`src/rtl/riscv_pkg.sv`:
```
// Shared definitions for the single-cycle RV32I datapath.
package riscv_pkg;

    localparam int unsigned XLEN              = 32;
    localparam int unsigned MEM_WORDS_DEFAULT = 32;

    // Fetch stage states. HALT is terminal until reset.
    typedef enum logic {
        RUN  = 1'b0,
        HALT = 1'b1
    } fetch_state_t;

    // An all-zero instruction word stops the fetch stage.
    localparam logic [XLEN-1:0] INSTR_ZERO = '0;

    // Sequential successor of a byte address (wraps at 2^32).
    function automatic logic [XLEN-1:0] next_pc(input logic [XLEN-1:0] pc);
        return pc + XLEN'(4);
    endfunction

endpackage

```
`src/rtl/fetch_addr_sel.sv`:
```
// Instruction-memory address select and fetch legality check.
// Purely combinational; all state lives in fetch_unit.
module fetch_addr_sel
    import riscv_pkg::*;
#(
    parameter int unsigned MEM_WORDS = MEM_WORDS_DEFAULT
) (
    input  logic            halted_i,
    input  logic            stall_i,
    input  logic            branch_taken_i,
    input  logic            if_valid_i,
    input  logic [XLEN-1:0] branch_target_i,
    input  logic [XLEN-1:0] pc_i,
    input  logic [XLEN-1:0] if_pc_i,
    output logic [XLEN-1:0] addr_o,
    output logic            legal_o
);

    // One past the last legal byte address.
    localparam logic [XLEN-1:0] ADDR_LIMIT = XLEN'(MEM_WORDS * 4);

    // Priority: halted, replay on stall, branch redirect, sequential pc.
    always_comb begin
        addr_o = pc_i;
        if (halted_i) begin
            addr_o = if_pc_i;
        end else if (stall_i && if_valid_i) begin
            addr_o = if_pc_i;
        end else if (branch_taken_i && if_valid_i) begin
            addr_o = branch_target_i;
        end
    end

    // A fetch is legal when word-aligned and inside instruction memory.
    always_comb begin
        legal_o = (addr_o < ADDR_LIMIT) && (addr_o[1:0] == 2'b00);
    end

endmodule

```
`src/rtl/fetch_unit.sv`:
```
// Instruction-fetch stage: owns the PC, drives the instruction-memory
// address, and presents fetched words to decode with a valid flag.
module fetch_unit
    import riscv_pkg::*;
#(
    parameter int unsigned MEM_WORDS = MEM_WORDS_DEFAULT,
    parameter int unsigned CNT_W     = 16
) (
    input  logic             clk,
    input  logic             reset,
    input  logic             stall,
    input  logic             branch_taken,
    input  logic [XLEN-1:0]  branch_target,
    output logic [XLEN-1:0]  imem_addr,
    input  logic [XLEN-1:0]  imem_instr,
    output logic [XLEN-1:0]  if_instr,
    output logic [XLEN-1:0]  if_pc,
    output logic             if_valid,
    output logic             halted,
    output logic             fault,
    output logic [CNT_W-1:0] fetch_count
);

    fetch_state_t     state_q, state_d;
    logic [XLEN-1:0]  pc_q, pc_d;
    logic [XLEN-1:0]  if_pc_q, if_pc_d;
    logic             if_valid_q, if_valid_d;
    logic             fault_q, fault_d;
    logic [CNT_W-1:0] cnt_q, cnt_d;
    logic             addr_legal;

    fetch_addr_sel #(
        .MEM_WORDS(MEM_WORDS)
    ) u_addr_sel (
        .halted_i       (state_q == HALT),
        .stall_i        (stall),
        .branch_taken_i (branch_taken),
        .if_valid_i     (if_valid_q),
        .branch_target_i(branch_target),
        .pc_i           (pc_q),
        .if_pc_i        (if_pc_q),
        .addr_o         (imem_addr),
        .legal_o        (addr_legal)
    );

    // State and fetch registers; synchronous active-high reset.
    always_ff @(posedge clk) begin
        if (reset) begin
            state_q    <= RUN;
            pc_q       <= '0;
            if_pc_q    <= '0;
            if_valid_q <= 1'b0;
            fault_q    <= 1'b0;
            cnt_q      <= '0;
        end else begin
            state_q    <= state_d;
            pc_q       <= pc_d;
            if_pc_q    <= if_pc_d;
            if_valid_q <= if_valid_d;
            fault_q    <= fault_d;
            cnt_q      <= cnt_d;
        end
    end

    // Next state: halt on zero word or illegal address, else fetch; a stall
    // or HALT holds everything.
    always_comb begin
        state_d    = state_q;
        pc_d       = pc_q;
        if_pc_d    = if_pc_q;
        if_valid_d = if_valid_q;
        fault_d    = fault_q;
        cnt_d      = cnt_q;
        if (state_q == RUN && !stall) begin
            if (if_valid_q && imem_instr == INSTR_ZERO) begin
                state_d    = HALT;
                if_valid_d = 1'b0;
            end else if (!addr_legal) begin
                state_d    = HALT;
                fault_d    = 1'b1;
                if_valid_d = 1'b0;
            end else begin
                if_pc_d    = imem_addr;
                if_valid_d = 1'b1;
                pc_d       = next_pc(imem_addr);
                if (cnt_q != '1) begin
                    cnt_d = cnt_q + CNT_W'(1);
                end
            end
        end
    end

    assign if_instr    = imem_instr;
    assign if_pc       = if_pc_q;
    assign if_valid    = if_valid_q;
    assign halted      = (state_q == HALT);
    assign fault       = fault_q;
    assign fetch_count = cnt_q;

endmodule

```
`config.mk`:
```
export PLATFORM = sky130hd
export DESIGN_NAME = fetch_unit
export DESIGN_NICKNAME = d
export VERILOG_FILES = /design/src/rtl/riscv_pkg.sv /design/src/rtl/fetch_addr_sel.sv /design/src/rtl/fetch_unit.sv
export SDC_FILE = /design/constraint.sdc
export NUM_CORES = 1
export LEC_CHECK = 0
export CORE_MARGIN = 3
export CORE_UTILIZATION = 42
export DETAILED_ROUTE_END_ITERATION = 8
export HOLD_SLACK_MARGIN = 0.08
export MAX_ROUTING_LAYER = met4
export PLACE_DENSITY_LB_ADDON = 0.25
export SYNTH_ARGS = -nofsm -noshare
export SYNTH_HDL_FRONTEND = slang
export SYNTH_SLANG_ARGS = --single-unit
```
`constraint.sdc`:
```
create_clock -name clk -period 3.7 [get_ports clk]
set_input_delay 0.925 -clock clk [delete_from_list [all_inputs] [get_ports clk]]
set_output_delay 0.925 -clock clk [all_outputs]
set_load 0.1 [all_outputs]
```
==> results of run 1 <==
-- per-stage QoR --
stage	hold WS [ps]	setup TNS (ps)	instances
6_report	462	0	740
4_1_cts	464	0	740
3_5_place_dp	452	0	724
2_1_floorplan	436	-1970	456
3_3_place_gp	446	0	724
5_1_grt	497	0	740
-- worst max-delay path, stage by stage --
cell	delay [ps]
clkdlybuf4s50_1	540
and2_2	350
mux2i_1	120
o21ai_1	500
buf_12	250
-- path summary, 6_finish.rpt --
path                                   start         endpoint  slack [ps]
worst max-delay path            branch_taken     imem_addr[2]          90
worst min-delay path                 pc_q[3]          pc_q[3]         460
worst max register to register      if_valid  fetch_count[11]        1170
worst min register to register       pc_q[3]          pc_q[3]         460
-- cell families (layout without fill, tap and decap cells) --
| kind of cell | count (synthesis) | count (layout) |
|---|---|---|
| compound gates | 61 | 61 |
| xor+xnor | 10 | 10 |
| fa+ha+maj | 2 | 2 |
| buf+inv | 61 | 216 |
| flops | 81 | 81 |
| mux | 41 | 41 |
| simple gates | 200 | 200 |
-- cell type report --
class | count | area [µm²]
Timing Repair Buffer | 197 | 2180
Sequential cell | 81 | 1620
Clock buffer | 12 | 155
Fill cell | 768 | 2910
Inverter | 3 | 11.3
Multi-Input combinational cell | 314 | 2260
Tap cell | 129 | 161
Clock inverter | 4 | 75.1
-- synth_stat cells (2+ instances only) --
cell      count
nand3_2       3
and2_1       52
inv_1         3
o21ai_0      30
nor4_1       23
nand2_1      45
a21o_2        2
mux2i_1      31
dfxtp_1      81
clkbuf_1     14
a21oi_1      13
xnor2_1       8
nor3_1        5
buf_6         2
a41oi_1       2
and2b_2       2
nor2_1       27
xor2_1        2
buf_4        35
nor4b_1       3
or4_1         3
and3_2        4
o21ai_1       2
buf_1         2
nor2b_1       6
mux2_4        4
a211oi_1      7
nand3_1       8
and3_1        2
mux2_2        6
nand4_1       6
clkbuf_8      4
ha_1          2
-- state kept, by name, summed over array words and instances, names as in the netlist --
| register | flops |
|---|---|
| halted | 1 |
| if_pc | 30 |
| fault | 1 |
| if_valid | 1 |
| pc_q | 32 |
| fetch_count | 16 |
-- placed cells by master (no fill, tap or decap), types with 11 or more instances in the layout --
cell type,n
a21oi_1,13
nor4_1,23
buf_12,35
nand2_1,45
dfxtp_1,79
clkdlybuf4s50_1,105
clkbuf_8,11
and2_1,51
buf_4,57
nor2_1,26
mux2i_1,31
o21ai_4,14
-- power by group through the flow --
stage	Clock, mW	Sequential, mW	Combinational, mW
6_report	0.741	0.980	2.21
5_1_grt	0.791	0.988	2.34
4_1_cts	0.754	0.980	2.23
3_5_place_dp	0	1.00	2.22
3_3_place_gp	0	0.999	2.20
2_1_floorplan	0	1.17	1.38
-- layer usage --
layer / vias up / wire, µm
li1: 1868 / -
met1: 1724 / 5420
met2: 106 / 5390
met3: 15 / 595
met4: 0 / 153
met5: - / 0
==> out/summary.txt, run 1 <==
gpl congestion: 0.970
mux cell area share after synthesis: 10.7%
CP endpoint kind: output pin
simple-gate share of the synthesized area: 27.7%
Netlist cell types: 50
Comb power frac: 56.2%
adder-cell area share of the yosys netlist: 0.611%
sequential fraction of the synthesis area: 39.6%
layer with the highest usage: met2
largest family of logic cells by synthesized area: simple AND/OR/NAND/NOR gates
WP data arrival: 2690 ps
hold buffers post-CTS: 0
Finished Core Util: 69.0%
register bit total from synthesis: 81
largest net degree at the start of global routing: 52
Sw Share: 47.2%
outcome: finished clean
layout cells sized above 1: 27.0%
Max Slew Vio Count: 0
TritonCTS buffer count: 9
diode count: 0
setup slack at placement: 51.4 ps
htree depth: 3
synth top area cells: dfxtp_1 (40%), and2_1 (7.9%), mux2i_1 (7.6%), buf_4 (6.4%), nand2_1 (4.1%)
initial antenna violation count: 0
Clk pwr share: 18.9%
clock latency on the worst-skew pair: 350 ps
Total Nets Final: 676
Hold Path Depth: 2
met2 Resource Use GR: 32.4%
die area: 11,000 µm²
# rows: 35
clk_skew: 12.2 ps
post-synthesis compound-gate area fraction: 9.10%
worst r2r path cells: 7
die height: 105 µm
Hold WC Path Type: reg2reg
CP Max Fanout: 11
Top FF cell, synth: dfxtp_1
FFs w/ async S/R, synth: 0%
clk buf depth: 2
power share of the sequential group: 25.0%
Sw Pwr: 1.85 mW
static leakage: 2.40 nW
post-CTS setup buffer count: 0
maximum clock frequency: 277 MHz
XOR/XNOR share of the synthesized area: 2.14%
Die Width: 105 µm
via count of the first global-routing pass: 3,638
Clock Pin Slew Worst Setup and Hold Paths: 80 ps
GR Util met1: 28.2%
area grow syn2layout: 57.8%
Routed WL: 11,600 µm
CTS tree: built
critical path required time: 2770 ps
CP Class: in2out
DRT antenna net count: 0
via count: 3,713
gr ovfl total: 0
Rel. slew slack: 32.7%
Post-synth EDFFs: 0
CTS root buffer: clkbuf_8
Post-Syn Instances: 456
Cell Pwr Density: 608 nW/µm²
Final Hold Vio Count: 0
total power: 3.93 mW
share of the synthesized area in the top cell type: 39.6%
Worst VDD drop: 446 µV
DRT Pass-1 Iters: 5
grt met3 use: 5.37%
post-synth top area cell: dfxtp_1
GRT Util Overall: 21.3%
DP Wirelength: 9210 µm
Mapped Area: 4100 µm²
Via density: 5.02
Core ar.: 9370 µm²
Finished Cell Area: 6460 µm²
worst slew pin tran: 1010 ps
initial core utilization: 43.7%
Worst setup SP type: primary input
RSZ-0062 raised after global routing: no
I/O pins: 183
crit path time final: 3610 ps
routed wire length per instance: 15.6 µm
area of placed instances: 6230 µm²
drt first-iter violations: 85
Residual DRC: 0
post-route worst setup slack: 88.5 ps
fin crit share: 97.6%
Yosys warning count: 0
first-pass GRT wire length: 18,600 µm
clk sink count: 81
internal power: 2.07 mW
CTS resizes: 0
Syn Area/Cell: 8.98 µm²
MaxCap Viol Count: 0
port bufs: 182
# setup viols final: 0
syn_nets: 526
(Power assumes the default switching activity.)
==> run 2, diff against run 1 <==
--- a/config.mk
+++ b/config.mk
@@ -6,11 +6,12 @@
 export NUM_CORES = 1
 export LEC_CHECK = 0
 export CORE_MARGIN = 3
-export CORE_UTILIZATION = 42
+export CORE_UTILIZATION = 45
 export DETAILED_ROUTE_END_ITERATION = 8
 export HOLD_SLACK_MARGIN = 0.08
 export MAX_ROUTING_LAYER = met4
 export PLACE_DENSITY_LB_ADDON = 0.25
 export SYNTH_ARGS = -nofsm -noshare
 export SYNTH_HDL_FRONTEND = slang
+export SYNTH_HIERARCHICAL = 1
 export SYNTH_SLANG_ARGS = --single-unit
==> out/summary.txt, run 2 <==
die area: 12,500 µm² (+14%)
CTS resizes: 0 (unchanged)
drt first-iter violations: 446 (+420%)
layout cells sized above 1: 29.2% (+2.2 points)
clock latency on the worst-skew pair: 370 ps (+20 ps)
Via density: 6.05 (+21%)
fin crit share: 99.2% (+1.5 points)
Largest register FFs: 32 (unchanged)
crit path time final: 3670 ps (+57.3 ps)
hold buffers post-CTS: 0 (unchanged)
DRT Pass-1 Iters: 7 (+2)
Finished Cell Area: 7810 µm² (+21%)
routed wire length per instance: 19.4 µm (+24%)
share of the synthesized area in the top cell type: 32.3% (-7.3 points)
post-route insts no fill: 952 (+29%)
syn_nets: 704 (+34%)
via count of the first global-routing pass: 5,694 (+57%)
gpl congestion: 0.923 (-4.9%)
Commonest cells post-synth: a21oi_1 (110), dfxtp_1 (81), nand3_1 (53), nor2_1 (48), buf_4 (40)
Hold WC Path Type: reg2reg
via count: 5,764 (+55%)
Core ar.: 10,600 µm² (+13%)
Total Nets Final: 882 (+30%)
Final Hold Vio Count: 0 (unchanged)
Mapped Area: 5020 µm² (+23%)
GRT Util Overall: 29.9% (+8.6 points)
most common cell after layout, fill and taps aside: buf_4
register bit total from synthesis: 81 (unchanged)
CP endpoint kind: output pin
CP Class: in2out
# setup viols final: 0 (unchanged)
Yosys warning count: 6 (+6)
clk sink count: 81 (unchanged)
Netlist cell types: 50 (unchanged)
CP Max Fanout: 12 (+1)
first-pass GRT wire length: 29,800 µm (+60%)
Rel. slew slack: 34.2% (+1.4 points)
Top FF cell, synth: dfxtp_1
DRT antenna net count: 0 (unchanged)
htree depth: 3 (unchanged)
initial antenna violation count: 0 (unchanged)
Worst setup SP type: primary input
most instantiated library cell after synthesis: a21oi_1
Max Slew Vio Count: 0 (unchanged)
FFs w/ async S/R, synth: 0% (unchanged)
WP data arrival: 2740 ps (+50 ps)
Fill cells: 764 (-0.52%)
Inst Count DP: 934 (+29%)
setup_tns: 0 ps (unchanged)
RSZ-0062 raised after global routing: yes
area of placed instances: 7560 µm² (+21%)
Routed WL: 18,500 µm (+60%)
die height: 112 µm (+6.6%)
TritonCTS buffer count: 9 (unchanged)
Residual DRC: 0 (unchanged)
initial core utilization: 47.4% (+3.7 points)
outcome: finished clean
clk_skew: 10.6 ps (-1.63 ps)
DP Wirelength: 13,600 µm (+48%)
CTS tree: built
Post-synth EDFFs: 0 (unchanged)
Post-Syn Instances: 634 (+39%)
area grow syn2layout: 55.6%
maximum clock frequency: 273 MHz (-1.6%)
# rows: 37 (+5.7%)
diode count: 0 (unchanged)
MaxCap Viol Count: 0 (unchanged)
worst slew pin tran: 984 ps (-21.6 ps)
Clock Pin Slew Worst Setup and Hold Paths: 80 ps (about the same)
gr ovfl total: 0 (unchanged)
sequential fraction of the synthesis area: 32.3% (-7.3 points)
synth top area cells: dfxtp_1 (32%), a21oi_1 (11%), mux2i_1 (6.6%), buf_4 (6.0%), nand3_1 (5.3%)
most flop-heavy register: pc_q
FF-to-FF setup slack: 760 ps (-410 ps)
Die Width: 112 µm (+6.6%)
I/O pins: 183 (unchanged)
CTS root buffer: clkbuf_8
clk buf depth: 2 (unchanged)
post-synth top area cell: dfxtp_1
largest net degree at the start of global routing: 44 (-15%)
critical path required time: 2770 ps (about the same)
most frequent cells in the layout: buf_4 (131), a21oi_1 (79), dfxtp_1 (79)
Finished Core Util: 73.7% (+4.7 points)
port bufs: 182 (unchanged)
Syn Area/Cell: 7.92 µm² (-12%)
==> run 2: cell types whose count changed after synthesis, sizes merged, moves of 7 or more <==
cell and delta:
a21oi +97, and2 -52, nand3 +41, nand2 -27, a211oi +22, nor2 +21, xor2 +17, buf +13
clkbuf +13, nand4 +10, mux2 -9, or4 +8, o31ai +7
==> run 2: final cells by class <==
cell class | count | area (µm²) | area share, %
multi-input combinational | 462 | 3190 | 40.8
timing repair buffer | 250 | 2570 | 32.9
sequential | 81 | 1620 | 20.8
tap | 136 | 170 | 2.18
clock buffer | 10 | 128 | 1.63
clock inverter | 5 | 105 | 1.35
inverter | 8 | 30.0 | 0.384
==> run 2: metal layers <==
metal	up-vias	global-route usage (%)	wire (µm)
met5	-	-	0
met4	0	8.35	352
met3	40	5.60	1480
met2	285	47.6	8970
met1	2752	38.9	7710
li1	2687	-	-
==> run 2: repair_timing <==
item                                    4_1_cts  5_1_grt
endpoints found under the setup margin        3       10
cloned                                        0        1
pin swaps                                     1        1
setup buffers                                 0        2
==> run 2: worst paths after layout <==
path,from,end,cells past startpoint
setup reg to reg,if_valid,pc_q[17],12
setup / recovery,stall,imem_addr[14],8
hold / removal,fault,fault,2
hold reg to reg,fault,fault,2
==> run 2: worst max-delay path, cell delays in order <==
cell             delay [ps]
clkdlybuf4s50_1         530
a21oi_4                 290
buf_4                   200
buf_12                  160
nor2_1                   70
a21oi_4                 240
buf_12                  140
buf_12                  160
==> run 2: cells by family (layout without fill, tap and decap cells) <==
kind of cell | Yosys count | in the layout | share of synthesized area, %
mux | 34 | 34 | 6.88
buf+inv | 92 | 273 | 10.6
compound gates | 196 | 197 | 22.4
simple gates | 201 | 201 | 22.4
flops | 81 | 81 | 32.3
xor+xnor | 28 | 28 | 4.88
fa+ha+maj | 2 | 2 | 0.498
==> run 2: per-stage QoR <==
step	setup WS, ps	hold slack [ps]
floorplan	-170	454
global placement	-104	463
detailed placement	-141	457
CTS	7.04	469
global route	-23.4	486
finish	31.2	471
Power of run 2 is not shown: default switching activity piles up to over one toggle a cycle in this logic, so the estimate is an artifact.
==> run 3, diff against run 2 <==
--- a/config.mk
+++ b/config.mk
@@ -5,12 +5,14 @@
 export SDC_FILE = /design/constraint.sdc
 export NUM_CORES = 1
 export LEC_CHECK = 0
+export CAP_MARGIN = 20
 export CORE_MARGIN = 3
 export CORE_UTILIZATION = 45
 export DETAILED_ROUTE_END_ITERATION = 8
 export HOLD_SLACK_MARGIN = 0.08
 export MAX_ROUTING_LAYER = met4
 export PLACE_DENSITY_LB_ADDON = 0.25
+export SKIP_CTS_REPAIR_TIMING = 1
 export SYNTH_ARGS = -nofsm -noshare
 export SYNTH_HDL_FRONTEND = slang
 export SYNTH_HIERARCHICAL = 1
==> out/summary.txt, run 3 (synthesis results as in run 2) <==
outcome: finished clean
diode count: 0 (unchanged)
maximum clock frequency: 275 MHz (+0.82%)
port bufs: 182 (unchanged)
CP dominant cell by count: buf_12
Clock Pin Slew Worst Setup and Hold Paths: 80 ps (about the same)
post-route insts no fill: 952 (unchanged)
CP endpoint kind: output pin
clk sink count: 81 (unchanged)
Die Width: 112 µm (unchanged)
critical path required time: 2770 ps (about the same)
# setup viols final: 0 (unchanged)
Routed WL: 18,300 µm (-1.1%)
Storage cell area: 1620 µm² (unchanged)
gr ovfl total: 0 (unchanged)
Max Slew Vio Count: 0 (unchanged)
WP data arrival: 2710 ps (-30 ps)
cell with the largest stage delay on the worst path: clkdlybuf4s50_1
most common cell after layout, fill and taps aside: buf_4
CP Max Fanout: 12 (unchanged)
clock latency on the worst-skew pair: 360 ps (about the same)
fin crit share: 98.4% (-0.81 points)
Final Hold Vio Count: 0 (unchanged)
cell breakdown of the critical path: clkdlybuf4s50_1 > a21oi_4 > buf_4 > buf_12 > nor2_1 > a21oi_4 > buf_12 > buf_12
DP Wirelength: 13,600 µm (unchanged)
via count of the first global-routing pass: 5,694 (unchanged)
Rel. slew slack: 34.2% (about the same)
Largest register FFs: 32 (unchanged)
Total Nets Final: 882 (unchanged)
FF-to-FF setup slack: 810 ps (+50 ps)
post-route worst setup slack: 61.0 ps (+29.8 ps)
Worst R2R Start: if_valid
clk_skew: 8.33 ps (-2.24 ps)
Setup crit start: stall
Via density: 6.03 (-0.42%)
die height: 112 µm (unchanged)
Core ar.: 10,600 µm² (unchanged)
setup slack at placement: -141 ps (unchanged)
Worst setup SP type: primary input
DRT Pass-1 Iters: 5 (-2)
routed wire length per instance: 19.2 µm (-1.1%)
CTS root buffer: clkbuf_8
Hold WC Path Type: reg2reg
layout cells sized above 1: 29.2% (unchanged)
DRT antenna net count: 0 (unchanged)
htree depth: 3 (unchanged)
Inst Count DP: 934 (unchanged)
CTS tree: built
crit path time final: 3640 ps (-29.8 ps)
Largest stage delay, worst path: 470 ps (-60 ps)
clk buf depth: 2 (unchanged)
I/O pins: 183 (unchanged)
CP Class: in2out
area grow syn2layout: 55.6% (about the same)
TritonCTS buffer count: 9 (unchanged)
Fill cells: 764 (unchanged)
via count: 5,740 (-0.42%)
initial antenna violation count: 0 (unchanged)
hold wc startpoint: fault
RSZ-0062 raised after global routing: yes
gpl congestion: 0.923 (unchanged)
Finished Core Util: 73.7% (about the same)
first-pass GRT wire length: 29,800 µm (unchanged)
die area: 12,500 µm² (unchanged)
area of the multi-input gates: 3180 µm² (-0.27%)
most flop-heavy register: pc_q
GRT Util Overall: 29.9% (unchanged)
initial core utilization: 47.4% (unchanged)
# rows: 37 (unchanged)
drt first-iter violations: 514 (+15%)
MaxCap Viol Count: 0 (unchanged)
largest net degree at the start of global routing: 44 (unchanged)
most frequent cells in the layout: buf_4 (132), a21oi_1 (79), dfxtp_1 (79)
worst slew pin tran: 984 ps (-0.445 ps)
Residual DRC: 0 (unchanged)
## run 3: worst paths after layout
check,endpoint,cells after the start
worst max-delay path,imem_addr[14],8
worst min-delay path,fault,2
worst max register to register,pc_q[17],12
worst min register to register,fault,2
## run 3: critical path, delay by kind of cell
kind            cells  cell delay [ps]
compound gates      2              540
buf+inv             5             1150
simple gates        1               80
## run 3: through the flow
stage	hold slack [ps]	setup TNS [ps]	cell area, µm²
after floorplan	454	-370	5360
after global placement	463	-4210	7560
after detailed placement	457	-6420	7560
after CTS	469	-29.5	7790
after global routing	486	-16.5	7810
final	474	0	7810
## run 3: cell type report
| cell class | count | area share [%] |
|---|---|---|
| Clock buffer | 10 | 1.63 |
| Clock inverter | 5 | 1.35 |
| Inverter | 8 | 0.384 |
| Multi-Input combinational cell | 461 | 40.7 |
| Sequential cell | 81 | 20.8 |
| Tap cell | 136 | 2.18 |
| Timing Repair Buffer | 251 | 33.0 |
## run 3: metal layers
metal	global-route usage, %	vias to the layer above	part of all wire, %
met5	-	-	0
met4	8.35	0	1.9
met3	5.60	40	8.9
met2	47.6	325	48
met1	38.9	2688	41
li1	-	2687	-
Power of run 3 is left out for the same reason.
